==> src/rtl/mcu_spi_pkg.sv <==
// Shared definitions for the MCU SPI target: endpoint codes, FSM states, reply mux.
// Latency: n/a (types, constants and a pure combinational helper).
// Backpressure: n/a.
package mcu_spi_pkg;

    localparam logic [1:0] TGT_SYS = 2'd0;
    localparam logic [1:0] TGT_HID = 2'd1;
    localparam logic [1:0] TGT_OSD = 2'd2;
    localparam logic [1:0] TGT_SDC = 2'd3;

    typedef enum logic [1:0] {
        IDLE    = 2'd0,
        SELECT  = 2'd1,
        PAYLOAD = 2'd2,
        DISCARD = 2'd3
    } spi_state_t;

    // Picks the reply byte of the endpoint addressed by the frame's select byte.
    function automatic logic [7:0] reply_mux(
        input logic [1:0] sel,
        input logic [7:0] d_sys,
        input logic [7:0] d_hid,
        input logic [7:0] d_osd,
        input logic [7:0] d_sdc
    );
        logic [7:0] r;
        case (sel)
            TGT_SYS: r = d_sys;
            TGT_HID: r = d_hid;
            TGT_OSD: r = d_osd;
            default: r = d_sdc;
        endcase
        return r;
    endfunction

endpackage

==> src/rtl/spi_sync_edge.sv <==
// Synchroniser for one asynchronous pin plus single-clk rise/fall pulses.
// Latency: pulses appear SYNC_STAGES clk after the raw edge.
// Backpressure: none; every edge yields exactly one pulse.
module spi_sync_edge #(
    parameter int   SYNC_STAGES = 2,
    parameter logic RST_VAL     = 1'b0
) (
    input  logic clk,
    input  logic reset,
    input  logic din,
    output logic rise,
    output logic fall
);

    logic [SYNC_STAGES-1:0] sync_q;
    logic                   prev_q;
    logic                   level;

    // Shift the pin through the synchroniser and remember last synchronised level.
    always_ff @(posedge clk or negedge reset) begin
        if (!reset) begin
            sync_q <= {SYNC_STAGES{RST_VAL}};
            prev_q <= RST_VAL;
        end else begin
            sync_q <= {sync_q[SYNC_STAGES-2:0], din};
            prev_q <= sync_q[SYNC_STAGES-1];
        end
    end

    assign level = sync_q[SYNC_STAGES-1];
    assign rise  = level & ~prev_q;
    assign fall  = ~level & prev_q;

endmodule

==> src/rtl/mcu_spi_target.sv <==
// SPI mode-0 target: select byte routes payload bytes to one endpoint, endpoint reply goes out on MISO.
// Latency: data_strobe SYNC_STAGES+1 clk after the raw 8th sclk rise; MISO within SYNC_STAGES+1 clk of sclk fall.
// Backpressure: none; endpoints must accept a strobe every clk it is issued.
module mcu_spi_target
    import mcu_spi_pkg::*;
#(
    parameter int SYNC_STAGES = 2
) (
    input  logic       clk,
    input  logic       reset,
    input  logic       spi_sclk,
    input  logic       spi_csn,
    input  logic       spi_mosi,
    output logic       spi_miso,
    output logic       data_strobe,
    output logic       data_start,
    output logic [7:0] data_byte,
    output logic [1:0] target,
    output logic       target_valid,
    input  logic [7:0] din_sys,
    input  logic [7:0] din_hid,
    input  logic [7:0] din_osd,
    input  logic [7:0] din_sdc
);

    logic                   sclk_rise, sclk_fall, csn_rise, csn_fall;
    logic [SYNC_STAGES-1:0] mosi_sync_q;
    logic                   mosi_s;
    spi_state_t             state_q, state_nxt;
    logic [2:0]             bit_cnt_q;
    logic [6:0]             shift_q;
    logic [7:0]             tx_q;
    logic [7:0]             rx_byte;
    logic [1:0]             sel_q;
    logic                   first_q;
    logic                   frame_open;
    logic                   byte_done;
    logic                   sel_legal;

    spi_sync_edge #(.SYNC_STAGES(SYNC_STAGES), .RST_VAL(1'b0)) u_sclk_sync (
        .clk   (clk),
        .reset (reset),
        .din   (spi_sclk),
        .rise  (sclk_rise),
        .fall  (sclk_fall)
    );

    spi_sync_edge #(.SYNC_STAGES(SYNC_STAGES), .RST_VAL(1'b1)) u_csn_sync (
        .clk   (clk),
        .reset (reset),
        .din   (spi_csn),
        .rise  (csn_rise),
        .fall  (csn_fall)
    );

    // MOSI needs the same delay as sclk so the rise pulse sees the matching bit.
    always_ff @(posedge clk or negedge reset) begin
        if (!reset) begin
            mosi_sync_q <= '0;
        end else begin
            mosi_sync_q <= {mosi_sync_q[SYNC_STAGES-2:0], spi_mosi};
        end
    end

    assign mosi_s = mosi_sync_q[SYNC_STAGES-1];

    // csn high always parks the FSM in IDLE, so "not IDLE" means csn is low.
    assign frame_open = (state_q != IDLE);
    assign byte_done  = frame_open && sclk_rise && (bit_cnt_q == 3'd7);
    assign rx_byte    = {shift_q, mosi_s};
    assign sel_legal  = (rx_byte[7:2] == 6'd0);

    // FSM state register.
    always_ff @(posedge clk or negedge reset) begin
        if (!reset) begin
            state_q <= IDLE;
        end else begin
            state_q <= state_nxt;
        end
    end

    // Next state: csn edges win over anything sclk does in the same clk.
    always_comb begin
        state_nxt = state_q;
        if (csn_rise) begin
            state_nxt = IDLE;
        end else if (csn_fall) begin
            state_nxt = SELECT;
        end else if (byte_done && (state_q == SELECT)) begin
            state_nxt = sel_legal ? PAYLOAD : DISCARD;
        end
    end

    // FSM outputs: MISO only driven while the frame may still carry a reply.
    always_comb begin
        target_valid = (state_q == PAYLOAD);
        spi_miso     = ((state_q == SELECT) || (state_q == PAYLOAD)) ? tx_q[7] : 1'b0;
    end

    // Bit/byte datapath: receive shifter, strobe generation and the reply shifter.
    always_ff @(posedge clk or negedge reset) begin
        if (!reset) begin
            bit_cnt_q   <= 3'd0;
            shift_q     <= 7'd0;
            tx_q        <= 8'h00;
            sel_q       <= TGT_SYS;
            first_q     <= 1'b0;
            data_strobe <= 1'b0;
            data_start  <= 1'b0;
            data_byte   <= 8'h00;
            target      <= TGT_SYS;
        end else begin
            data_strobe <= 1'b0;
            data_start  <= 1'b0;
            if (csn_rise || csn_fall) begin
                // Any partial byte is dropped; the select byte always replies 0x00.
                bit_cnt_q <= 3'd0;
                tx_q      <= 8'h00;
                first_q   <= 1'b1;
            end else if (frame_open) begin
                if (sclk_rise) begin
                    shift_q   <= rx_byte[6:0];
                    bit_cnt_q <= bit_cnt_q + 3'd1;
                    if (byte_done) begin
                        if ((state_q == SELECT) && sel_legal) begin
                            sel_q <= rx_byte[1:0];
                        end
                        if (state_q == PAYLOAD) begin
                            data_byte   <= rx_byte;
                            target      <= sel_q;
                            data_strobe <= 1'b1;
                            data_start  <= first_q;
                            first_q     <= 1'b0;
                        end
                    end
                end
                if (sclk_fall) begin
                    // The fall that closes a byte loads the reply for the next one.
                    if (bit_cnt_q == 3'd0) begin
                        tx_q <= (state_q == PAYLOAD)
                              ? reply_mux(sel_q, din_sys, din_hid, din_osd, din_sdc)
                              : 8'h00;
                    end else begin
                        tx_q <= {tx_q[6:0], 1'b0};
                    end
                end
            end
        end
    end

endmodule

==> config.mk <==
export PLATFORM = sky130hd
export DESIGN_NAME = mcu_spi_target
export DESIGN_NICKNAME = d
export VERILOG_FILES = /design/src/rtl/mcu_spi_pkg.sv /design/src/rtl/spi_sync_edge.sv /design/src/rtl/mcu_spi_target.sv
export SDC_FILE = /design/constraint.sdc
export NUM_CORES = 1
export LEC_CHECK = 0
export BUFFER_PORTS_ARGS = -buffer_cell sky130_fd_sc_hd__buf_2
export CORE_MARGIN = 5
export CORE_UTILIZATION = 35
export CTS_BUF_LIST = sky130_fd_sc_hd__clkbuf_16
export DETAILED_ROUTE_END_ITERATION = 10
export GPL_TIMING_DRIVEN = 0
export PLACE_DENSITY_LB_ADDON = 0.15
export SLEW_MARGIN = 20
export SYNTH_ARGS = -nofsm -noshare
export SYNTH_HDL_FRONTEND = slang
export SYNTH_SLANG_ARGS = --single-unit
export TNS_END_PERCENT = 30
==> constraint.sdc <==
create_clock -name clk -period 1.8 [get_ports clk]
set_input_delay 0.18 -clock clk [delete_from_list [all_inputs] [get_ports clk]]
set_output_delay 0.18 -clock clk [all_outputs]
set_load 0.03 [all_outputs]
==> impl_metrics.env <==
export IMPL_status="completed"
export IMPL_antenna_cells=0
export IMPL_final_cells=275
export IMPL_hold_viol_final=0
export IMPL_first_iter_violations=63
export IMPL_viasPerCell=4.79
export IMPL_worstSetupPathType="reg -> reg"
export IMPL_relSlewSlack=0.370
export IMPL_yosys_area_top_type="dfrtp_1"
export IMPL_core_area_sq_um=5510
export IMPL_cp_start_kind="register"
export IMPL_finalCritPeriodShare=0.973
export IMPL_hpwl_um=3080
export IMPL_die_w_um=85.2
export IMPL_grt_total_usage=0.122
export IMPL_die_area_sq_um=7260
export IMPL_h_tree_depth=2
export IMPL_setup_viol=0
export IMPL_final_common_cell="buf_2"
export IMPL_cts_root_buf="clkbuf_16"
export IMPL_design_area_sq_um=2650
export IMPL_io_pins=51
export IMPL_rsz0062_at_grt="true"
export IMPL_synth_top_area_share=0.506
export IMPL_nNetsFinal=247
export IMPL_drc=0
export IMPL_crit_required_ns=1.96
export IMPL_p_leak_nw=1.36
export IMPL_syn_area_sq_um=1980
export IMPL_grt_pass1_wl_um=6990
export IMPL_clockBufferDepth=2
export IMPL_power_density_nw_per_um2=844
export IMPL_cts_sinks=43
export IMPL_start_util=0.359
export IMPL_place_ws_ns=-0.254
export IMPL_avgSynthCellArea_sq_um=14.8
export IMPL_final_cell_mix="buf_2 (52), dfrtp_1 (40), mux2_1 (18)"
export IMPL_postSynthCellCount=134
export IMPL_power_total_mw=2.24
export IMPL_dp_cells=256
export IMPL_place_congestion=0.736
export IMPL_hp_class="in -> reg"
export IMPL_grt_ovfl_total=0
export IMPL_ys_types=29
export IMPL_antenna_left=0
export IMPL_worst_path_max_fanout=6
export IMPL_num_rows=27
export IMPL_maxCapViolCount=0
export IMPL_first_pass_iters=3
export IMPL_syn_to_final_growth_pct=34.1
export IMPL_grt_max_degree=44
export IMPL_tritoncts="yes"
export IMPL_vias=1318
export IMPL_skew_ns=0.00877
export IMPL_endpoint_kind="register"
export IMPL_clk_pin_slew_worst_paths_ns=0.06
export IMPL_drive_above_1_share=0.473
export IMPL_die_height_um=85.2
export IMPL_vdd_drop_max_uv=586
export IMPL_synth_seq_cells=43
export IMPL_cts_buffers=5
export IMPL_first_global_vias=1430
export IMPL_wl_um=4230
export IMPL_dpl_cell_area_sq_um=2330
export IMPL_worstMarginPinSlew_ns=0.945
export IMPL_avgRoutedWirePerCell_um=15.4
export IMPL_syn_nets=179
export IMPL_worstPathArrival_ns=1.92
export IMPL_port_buffers=50
export IMPL_final_max_slew_viol_count=0
export IMPL_clock_latency_ns=0.28
export IMPL_min_period_ns=1.75
export IMPL_fmax_mhz=571
export IMPL_antenna_found_initial=0
export IMPL_ys_warn_count=0
export IMPL_synthTopCellsByArea="dfrtp_1 (51%), mux2_1 (11%), mux4_2 (9.1%), ha_1 (5.1%), dfstp_2 (4.0%)"
export IMPL_fin_ws_ns=0.0492
export IMPL_yosysSeqAreaShare=0.546
==> path summary, 6_finish.rpt <==
path,from,to,slack (ns),cells after the start
max,u_csn_sync.prev_q,sel_q[0],0.05,5
min,spi_sclk,u_sclk_sync.sync_q[0],0.01,1
max reg2reg,u_csn_sync.prev_q,sel_q[0],0.05,5
min reg2reg,u_sclk_sync.sync_q[0],u_sclk_sync.sync_q[1],0.35,0
max in group asynchronous,reset,u_sclk_sync.prev_q,1.16,1
min in group asynchronous,reset,data_byte[5],0.05,1
==> layer usage <==
metal  part of all wire  GRT usage
met3              0.051     0.0388
met1               0.44      0.150
met2               0.51      0.206
met5                  0          0
met4             0.0052     0.0345
==> where the power goes <==
group	internal (mW)	switching, mW	total [mW]
combinational	0.165	0.146	0.310
clock	0.508	0.344	0.852
sequential	1.03	0.0509	1.08
total	1.70	0.541	2.24
==> registers in the layout, indices dropped and copies added (netlist names) <==
signal,cells
bit_cnt_q,3
state_q,2
target,2
shift_q,7
mosi_sync_q,2
u_csn_sync.sync_q,2
u_sclk_sync.prev_q,1
u_csn_sync.prev_q,1
data_byte,8
data_start,1
sel_q,2
u_sclk_sync.sync_q,2
tx_q,8
data_strobe,1
first_q,1
==> cell usage after synthesis, drive strengths merged <==
| master | n |
|---|---|
| clkbuf | 1 |
| a32o | 1 |
| or3b | 1 |
| nor2b | 3 |
| mux2i | 2 |
| mux2 | 20 |
| nor4 | 1 |
| and2 | 4 |
| and4bb | 1 |
| a221o | 7 |
| mux4 | 8 |
| inv | 8 |
| ha | 8 |
| a21oi | 2 |
| nor3 | 2 |
| dfstp | 3 |
| nor2 | 1 |
| o21ai | 2 |
| nand4bb | 1 |
| xnor2 | 1 |
| nand2 | 1 |
| buf | 5 |
| and3 | 7 |
| dfrtp | 40 |
| nor3b | 4 |
==> kinds of logic after synthesis <==
family / count (synthesis) / synth area share
fa+ha+maj: 8 / 0.0506
mux: 30 / 0.215
buf+inv: 14 / 0.0322
flops: 43 / 0.546
compound gates: 12 / 0.0506
simple gates: 26 / 0.102
xor+xnor: 1 / 0.00443
==> per-stage QoR <==
step / util / hold WS (ns) / TNS [ns]
after floorplan: - / -0.116 / 0
after global placement: 0.423 / 0.286 / -2.66
after detailed placement: 0.423 / 0.286 / -3.59
after CTS: 0.469 / 0.00418 / 0
after global routing: 0.482 / 0.00123 / -0.0343
final: 0.482 / 0.0103 / 0
==> cell type report <==
type	count	area [sq um]
fillers	484	2850
flip-flops and latches	43	1080
multi-input cells	77	903
repair buffers	61	363
clock buffers	5	125
well taps	72	90.1
plain buffers	6	45.0
inverters	8	30.0
clock inverters	3	17.5
==> worst max-delay path: stages (launching register included) <==
cell and delay, ns:
dfstp_2 0.54, inv_2 0.04, ha_4 0.30, nor3b_2 0.15, and4bb_2 0.30, mux2_4 0.31
==> repair_timing <==
item	4_1_cts	5_1_grt
buffers inserted	6	2
hold buffers	1	1
endpoints found under the hold margin	1	1
cloned	0	1
gates resized for setup	11	8
pin swaps	6	4
setup endpoints to repair	29	15
Power figures use the tool's default switching activity.
